<file path="config.mk">
export PLATFORM = sky130hd
export DESIGN_NAME = vga_timing_gen
export DESIGN_NICKNAME = d
export VERILOG_FILES = /design/src/rtl/vga_timing_gen.sv
export SDC_FILE = /design/constraint.sdc
export NUM_CORES = 1
export LEC_CHECK = 0
export CORE_MARGIN = 1.5
export CORE_UTILIZATION = 45
export CTS_BUF_LIST = sky130_fd_sc_hd__clkbuf_4 sky130_fd_sc_hd__clkbuf_8
export DETAILED_ROUTE_END_ITERATION = 6
export DONT_BUFFER_PORTS = 1
export GPL_TIMING_DRIVEN = 1
export SETUP_SLACK_MARGIN = 0.3
export SLEW_MARGIN = 0
export SYNTH_ARGS = -nofsm -noshare
export SYNTH_HDL_FRONTEND = slang
export SYNTH_SLANG_ARGS = --single-unit
</file>
<file path="constraint.sdc">
create_clock -name vga_clk -period 4.3 [get_ports vga_clk]
set_input_delay 0.43 -clock vga_clk [delete_from_list [all_inputs] [get_ports vga_clk]]
set_output_delay 0.43 -clock vga_clk [all_outputs]
set_load 0.01 [all_outputs]
</file>
<file path="src/rtl/vga_timing_gen.sv">
// rtl/vga_timing_gen.sv - dual-mode parametrised video timing generator with registered sync/de/coordinates
module vga_timing_gen #(
    parameter int   CNT_W        = 11,
    parameter logic HS_POL       = 1'b1,
    parameter logic VS_POL       = 1'b1,
    parameter int   M0_H_SYNC    = 80,
    parameter int   M0_H_BACK    = 160,
    parameter int   M0_H_DISPLAY = 800,
    parameter int   M0_H_FRONT   = 16,
    parameter int   M0_V_SYNC    = 3,
    parameter int   M0_V_BACK    = 21,
    parameter int   M0_V_DISPLAY = 600,
    parameter int   M0_V_FRONT   = 1,
    parameter int   M1_H_SYNC    = 96,
    parameter int   M1_H_BACK    = 48,
    parameter int   M1_H_DISPLAY = 640,
    parameter int   M1_H_FRONT   = 16,
    parameter int   M1_V_SYNC    = 2,
    parameter int   M1_V_BACK    = 33,
    parameter int   M1_V_DISPLAY = 480,
    parameter int   M1_V_FRONT   = 10
) (
    input  logic             vga_clk,
    input  logic             rst,
    input  logic             ce,
    input  logic             mode,
    output logic             hsync,
    output logic             vsync,
    output logic             de,
    output logic [CNT_W-1:0] pixel_x,
    output logic [CNT_W-1:0] pixel_y,
    output logic             line_start,
    output logic             frame_start,
    output logic             active_mode
);

    // Per-mode segment boundaries, precomputed in counter width.
    // *_BE is the first visible count (sync + back porch), *_L the last count of a line/frame.
    localparam logic [CNT_W-1:0] M0_HS = CNT_W'(M0_H_SYNC);
    localparam logic [CNT_W-1:0] M0_HBE = CNT_W'(M0_H_SYNC + M0_H_BACK);
    localparam logic [CNT_W-1:0] M0_HD = CNT_W'(M0_H_DISPLAY);
    localparam logic [CNT_W-1:0] M0_HL = CNT_W'(M0_H_SYNC + M0_H_BACK + M0_H_DISPLAY + M0_H_FRONT - 1);
    localparam logic [CNT_W-1:0] M0_VS = CNT_W'(M0_V_SYNC);
    localparam logic [CNT_W-1:0] M0_VBE = CNT_W'(M0_V_SYNC + M0_V_BACK);
    localparam logic [CNT_W-1:0] M0_VD = CNT_W'(M0_V_DISPLAY);
    localparam logic [CNT_W-1:0] M0_VL = CNT_W'(M0_V_SYNC + M0_V_BACK + M0_V_DISPLAY + M0_V_FRONT - 1);
    localparam logic [CNT_W-1:0] M1_HS = CNT_W'(M1_H_SYNC);
    localparam logic [CNT_W-1:0] M1_HBE = CNT_W'(M1_H_SYNC + M1_H_BACK);
    localparam logic [CNT_W-1:0] M1_HD = CNT_W'(M1_H_DISPLAY);
    localparam logic [CNT_W-1:0] M1_HL = CNT_W'(M1_H_SYNC + M1_H_BACK + M1_H_DISPLAY + M1_H_FRONT - 1);
    localparam logic [CNT_W-1:0] M1_VS = CNT_W'(M1_V_SYNC);
    localparam logic [CNT_W-1:0] M1_VBE = CNT_W'(M1_V_SYNC + M1_V_BACK);
    localparam logic [CNT_W-1:0] M1_VD = CNT_W'(M1_V_DISPLAY);
    localparam logic [CNT_W-1:0] M1_VL = CNT_W'(M1_V_SYNC + M1_V_BACK + M1_V_DISPLAY + M1_V_FRONT - 1);

    logic [CNT_W-1:0] hcount;
    logic [CNT_W-1:0] vcount;

    logic [CNT_W-1:0] h_sync_end;
    logic [CNT_W-1:0] h_vis_start;
    logic [CNT_W-1:0] h_disp_len;
    logic [CNT_W-1:0] h_last;
    logic [CNT_W-1:0] v_sync_end;
    logic [CNT_W-1:0] v_vis_start;
    logic [CNT_W-1:0] v_disp_len;
    logic [CNT_W-1:0] v_last;

    logic [CNT_W-1:0] h_off;
    logic [CNT_W-1:0] v_off;
    logic             h_vis;
    logic             v_vis;

    // Select the timing set of the mode currently in effect.
    always_comb begin
        h_sync_end  = M0_HS;
        h_vis_start = M0_HBE;
        h_disp_len  = M0_HD;
        h_last      = M0_HL;
        v_sync_end  = M0_VS;
        v_vis_start = M0_VBE;
        v_disp_len  = M0_VD;
        v_last      = M0_VL;
        if (active_mode) begin
            h_sync_end  = M1_HS;
            h_vis_start = M1_HBE;
            h_disp_len  = M1_HD;
            h_last      = M1_HL;
            v_sync_end  = M1_VS;
            v_vis_start = M1_VBE;
            v_disp_len  = M1_VD;
            v_last      = M1_VL;
        end
    end

    // Visible-window decode; the offset test avoids computing an end bound that could overflow CNT_W.
    always_comb begin
        h_off = hcount - h_vis_start;
        v_off = vcount - v_vis_start;
        h_vis = (hcount >= h_vis_start) && (h_off < h_disp_len);
        v_vis = (vcount >= v_vis_start) && (v_off < v_disp_len);
    end

    // Raster counters; the requested mode is adopted only at reset or a full-frame wrap.
    always_ff @(posedge vga_clk) begin
        if (rst) begin
            hcount      <= '0;
            vcount      <= '0;
            active_mode <= mode;
        end else if (ce) begin
            if (hcount == h_last) begin
                hcount <= '0;
                if (vcount == v_last) begin
                    vcount      <= '0;
                    active_mode <= mode;
                end else begin
                    vcount <= vcount + 1'b1;
                end
            end else begin
                hcount <= hcount + 1'b1;
            end
        end
    end

    // Registered outputs decoded from the pre-increment counter state, all with one cycle of latency.
    always_ff @(posedge vga_clk) begin
        if (rst) begin
            hsync       <= ~HS_POL;
            vsync       <= ~VS_POL;
            de          <= 1'b0;
            pixel_x     <= '0;
            pixel_y     <= '0;
            line_start  <= 1'b0;
            frame_start <= 1'b0;
        end else if (ce) begin
            hsync       <= (hcount < h_sync_end) ? HS_POL : ~HS_POL;
            vsync       <= (vcount < v_sync_end) ? VS_POL : ~VS_POL;
            de          <= h_vis && v_vis;
            pixel_x     <= (h_vis && v_vis) ? h_off : '0;
            pixel_y     <= (h_vis && v_vis) ? v_off : '0;
            line_start  <= (hcount == '0);
            frame_start <= (hcount == '0) && (vcount == '0);
        end
    end

endmodule
</file>
# ---- Word-level counts from Yosys, hierarchy flattened
# Index checks and enable logic that the tools add are counted.
dict set report word_totals {
  register_bits 50
  out_inout_bits 28
  wordCells 51
}
dict set report classes {
  n_addsub 4
  magnitude_cmp 6
  eq_ne 2
  mux 18
  reduce_logical 11
}
# operator n
set ops {}
lappend ops {{two-way mux 11 bit} 5}
lappend ops {{< comparator 11 bit} 4}
lappend ops {{adder 11 x 1 -> 11 bit, second input constant} 2}
lappend ops {{equality test 11 bit} 2}
lappend ops {{>= comparator 11 bit} 2}
lappend ops {{logical NOT 11 bit} 2}
lappend ops {{subtractor 11 bit} 2}
lappend ops {{two-way mux 7 bit} 2}
lappend ops {{two-way mux 6 bit} 2}
lappend ops {{two-way mux 10 bit} 1}
lappend ops {{two-way mux 9 bit} 1}
lappend ops {{two-way mux 1 bit} 7}
lappend ops {{nonzero test 2 bit} 3}
lappend ops {{logical AND 1 bit} 4}
lappend ops {{AND reduction 3 bit} 1}
lappend ops {{AND reduction 2 bit} 1}

# ---- Longest topological paths before layout
dict set report logic_depth {
  word_depth 6
  ltp_mapped 16
  ltp_nobuf 15
}

# ---- Worst setup path after synthesis
# OpenSTA, ideal clock, no wires.
dict set report synth_timing {
  path_kind {register to register}
  start {reg active_mode}
  end {reg de}
  setup_ns 0.124
  t_arrival_ns 3.688
  slack_ns 0.488
  path_stages_with_launch 15
  path_buffers 1
  period_less_slack_ns 3.812
  path_cell_list {edfxtp_1 inv_1 fa_1 o21ai_2 a21oi_1 nor4_1 xnor2_1 inv_1 ha_1 nand4_1 a311o_1 a31o_2 a21boi_2 buf_2 o21ai_1}
}
dict set report synth_between {
  elab_chain_len 5
}
# item line
set synth_lines {}
lappend synth_lines {{from (decl)} 34} ;# output logic active_mode
lappend synth_lines {{from (signal assigned)} 108} ;# active_mode <= mode;
lappend synth_lines {{from (signal assigned)} 114} ;# active_mode <= mode;
lappend synth_lines {{two-way mux 7 bit / two-way mux 6 bit (equally long branches)} 83} ;# if (active_mode) begin
lappend synth_lines {{subtractor 11 bit (on tied branches)} {97, 98}}
lappend synth_lines {{< comparator 11 bit (on tied branches)} {99, 100}}
lappend synth_lines {{logical AND 1 bit (on tied branches)} {99, 100}}
lappend synth_lines {{logical AND 1 bit *} 137} ;# de <= h_vis && v_vis;
lappend synth_lines {{to (signal assigned)} 137}
lappend synth_lines {{to (decl)} 29} ;# output logic de,
# Every way passes the cells marked *; elsewhere a longest branch is shown, timed or not.
# A chain may end at the register's enable or synchronous reset.

# ---- Worst setup path in the final report
dict set report layout_timing {
  start {reg active_mode}
  end {reg pixel_y[5]}
}
dict set report layout_between {
  elab_chain_len 6
}
# item line
set layout_lines {}
lappend layout_lines {{two-way mux 7 bit / two-way mux 6 bit (equally long branches)} 83}
lappend layout_lines {{subtractor 11 bit (on tied branches)} {97, 98}}
lappend layout_lines {{< comparator 11 bit (on tied branches)} {99, 100}}
lappend layout_lines {{logical AND 1 bit (on tied branches)} {99, 100}}
lappend layout_lines {{logical AND 1 bit} 139} ;# pixel_y <= (h_vis && v_vis) ? v_off : '0;
lappend layout_lines {{two-way mux 11 bit *} 139}
lappend layout_lines {{to (signal assigned)} 139}
lappend layout_lines {{to (decl)} 31} ;# output logic [CNT_W-1:0] pixel_y,
# Marked as above.

==> impl.org <==
** Yosys
- After synthesis, the netlist uses 56 different library cells.
- Counting flops with a built-in enable in the synthesized netlist gives 1.
- The synthesized design spends more area on one cell type than any other, namely sky130_fd_sc_hd__dfxtp_1.
- Fraction of the yosys area taken by sequential cells :: roughly 34%
- Register bit count reported by yosys :: 50
- Yosys warns :: 0
- Number of standard cells after synthesis :: around 330
- Leading register cell type out of synthesis :: sky130_fd_sc_hd__dfxtp_1
- After synthesis, the most frequently instantiated cells are sky130_fd_sc_hd__dfxtp_1 (49), sky130_fd_sc_hd__nor2_1 (39), sky130_fd_sc_hd__nand2_1 (35).
- Syn nets :: between 300 and 400
- Counting flops with an async set or reset pin after synthesis yields a share of 0%.
- Yosys instantiated no cell more often than sky130_fd_sc_hd__dfxtp_1.
- In this run the mean area of a mapped cell was between 8 and 9 sq um.
- Top cells by area in the synthesized netlist :: sky130_fd_sc_hd__dfxtp_1 (33%), sky130_fd_sc_hd__ha_1 (8.7%), sky130_fd_sc_hd__o31ai_2 (7.1%)
- Cell area after synthesis :: around 0.003 sq mm
- Share of the synthesized area in the top cell type :: about a third

** Detailed routing
- Summing over every cut layer, the via total after detailed routing is between 2,000 and 2,500.
- Wire per inst :: 15.2 um
- Post-DRT Antenna Nets :: 0
- Vias/cell :: around 5.6
- Detailed-routing iteration count for the pre-antenna-repair pass :: 4
- After detailed routing, the number of remaining DRC violations is 0.
- Final routed wirelength across all metal layers :: 6.27 mm
- Number of DRC violations after detailed-routing iteration 0 :: 91

** Place
- Number of buffers inserted by port buffering :: 0
- Sum of net half-perimeters after detailed placement :: around 4.8 mm
- Placer's final routability congestion estimate :: ~0.9
- In this run, placement finished with an instance count of between 400 and 500.

** Timing
- Total Neg Setup Slack :: 0 ps
- Setup repair after global routing left no endpoint under its margin.
- In the finished design, the share of the clock period the worst path needs comes to between 80% and 90%.
- Fin crit period :: roughly 3800 ps
- Hold Violations, Final :: 0
- Worst slew margin relative to its limit :: a little under half
- For the pin with the worst max-slew slack, the measured transition is around 800 ps.
- Layout Skew :: ~9 ps
- The max-slew violation count came to 0.
- Achievable frequency :: about 270 MHz
- Setup violations remaining at the end of the flow were counted as 0.

** Setup path
- Worst path cell trace :: buf_4 > ha_1 > nand3_1 > a21oi_1 > a21o_1 > buf_4 > nor3_1 > xnor2_1 > inv_1 > ha_1 > nand4_1 > a311o_1 > a31o_2 > a21boi_2 > buf_12 > o41ai_4
- Required arrival time at the worst endpoint :: roughly 4500 ps
- Highest net fanout along the worst path :: 21
- Among all stages on the critical path, the largest delay is contributed by sky130_fd_sc_hd__edfxtp_1.
- STA classifies the critical path startpoint as a register.
- Classification of the worst setup path :: register to register
- Critical path's largest stage delay :: ~460 ps
- Critical Path Sink Type :: register
- Data arrives at the worst endpoint at a little under 4000 ps.
- WP buf/inv :: 4
- Grouping stages by cell kind, the critical path spends the most delay in compound AO/OA/AOI/OAI gates.

** Clock network
- Clock-pin slew was measured on the worst setup and hold paths at approximately 90 ps.
- H-tree lvl count :: 2
- TritonCTS created 5 clock buffers.
- CTS tree :: yes
- Clock Tree Buf Depth :: 2
- Clock net sink count :: 50
- Root Buffer :: sky130_fd_sc_hd__clkbuf_8
- Clock latency on the worst-skew pair, taken at its later pin, is about 310 ps.

** Floorplan
- Initial core utilization :: between 40% and 50%
- # IOs :: 32
- The initialized floorplan defines 29 standard-cell rows.
- The die is approximately 85 um wide.
- Die span in y :: 84.7 um
- Overall die area :: between 0.007 and 0.008 sq mm
- Area inside the core boundary :: about 0.0064 sq mm

** Finish
- Excluding fillers, the count of instances in the completed layout stands at about 410.
- Count of antenna diodes in the layout :: 0
- Area growth syn-to-layout :: 6.29%
- Share of layout cells above drive strength 1 :: about 16%
- Counting the fill cells in the layout gives just over 600.
- At the end of the flow, the number of nets in the layout was around 360.

** Job
- The tool flagged a number of max-cap violations equal to 0.

** Global route
- Number of antenna violations at the first check in global routing :: 0
- Aggregate global routing overflow :: 0
- Gr usage total :: roughly 18%
- Via count of the first global-routing pass :: between 2,000 and 2,500
- Maximum number of pins on one net before global-route repair :: 22
- The first global-routing pass estimated about 11 mm of wire.

** Power and ir drop
- Across the VDD grid, the largest voltage drop is 0.119 mV.
- Overall power :: roughly 0.86 mW
- Static leakage :: about 1.3 nW
- Dividing total power by cell area gives a power density of between 200 and 300 mW/mm^2.

** Status
- The flow ran to the end, and the final reports show no timing, DRC or antenna violations.

** Worst hold path
- Min-delay worst type :: input pin to register
what timing repair did:
item	4_1_cts	5_1_grt
buffers inserted	0	4
resized for setup	0	11
hold buffers	0	0
endpoints found under the setup margin	0	21
endpoints found under the hold margin	0	0
power by group:
group	switching, mW	total [mW]	internal (mW)
Clock	0.159	0.280	0.121
Sequential	0.00787	0.478	0.470
Combinational	0.0610	0.0990	0.0381
Total	0.227	0.857	0.630
state kept, by name (all words and copies together) (netlist names):
register and cells:
hcount 11, pixel_x 11, pixel_y 11, vcount 11, active_mode 1, de 1
frame_start 1, hsync 1, line_start 1, vsync 1
logic make-up (layout without fill, tap and decap cells):
group                    Yosys count  count (layout)  share of synthesized area [%]
AO/OA/AOI/OAI                     57              57                           17.5
XOR/XNOR                          29              29                           8.45
adder cells (fa/ha/maj)           23              23                           10.1
buffers and inverters             36              38                           6.96
flip-flops                        50              50                           33.7
multiplexers                       1               1                          0.333
AND/OR/NAND/NOR                  138             138                           23.0
metal layers:
metal | vias to the layer above | global-route usage [%] | share of wire [%]
li1 | 1169 | - | -
met1 | 1089 | 25.7 | 50
met2 | 51 | 27.6 | 43
met3 | 10 | 5.51 | 5.2
met4 | 0 | 5.13 | 1.6
met5 | - | 0 | 0
cells in the final DEF, fill, tap and decap left out, drive strengths merged, types with 2 or more instances in the layout:
cell / synthesis / final
dfxtp: 49 / 49
nor2: 39 / 39
nand2: 35 / 35
ha: 21 / 21
o31ai: 20 / 20
inv: 19 / 18
xor2: 17 / 17
xnor2: 12 / 12
a21oi: 11 / 11
nand4: 11 / 11
buf: 12 / 11
nor3: 10 / 10
and3: 10 / 10
o21ai: 10 / 10
clkbuf: 5 / 6
nand2b: 5 / 5
nand3: 5 / 5
or3: 4 / 4
a21o: 3 / 3
and2: 3 / 3
o21a: 2 / 2
nor2b: 2 / 2
nor4: 2 / 2
nor4b: 2 / 2
nand3b: 2 / 2
or2: 2 / 2
and4: 2 / 2
fa: 2 / 2
or4: 2 / 2
o41ai: 2 / 2
clkinv: 0 / 2
stage by stage:
stage	util (%)	area, sq um	hold slack (ps)	setup WS, ps
final	50.0	3190	177	550
after global routing	50.0	3190	157	290
after detailed placement	47.2	3020	492	406
after floorplan	-	3000	472	488
after CTS	48.6	3110	172	390
after global placement	47.2	3020	490	436
layout make-up:
type,count,area (sq um),share of cell area [%]
Multi-Input combinational cell,248,1820,57.1
Sequential cell,50,1010,31.7
Timing Repair Buffer,11,98.8,3.10
Tap cell,77,96.3,3.02
Clock buffer,6,76.3,2.39
Inverter,19,75.1,2.35
Clock inverter,2,13.8,0.431
worst paths after layout:
check / to / cells after the start / startpoint / slack (ps)
worst max-delay path: pixel_y[5] / 16 / active_mode / 550
worst min-delay path: hsync / 1 / rst / 180
worst max register to register: pixel_y[5] / 16 / active_mode / 550
worst min register to register: de / 2 / de / 500
(Power assumes the default switching activity.)
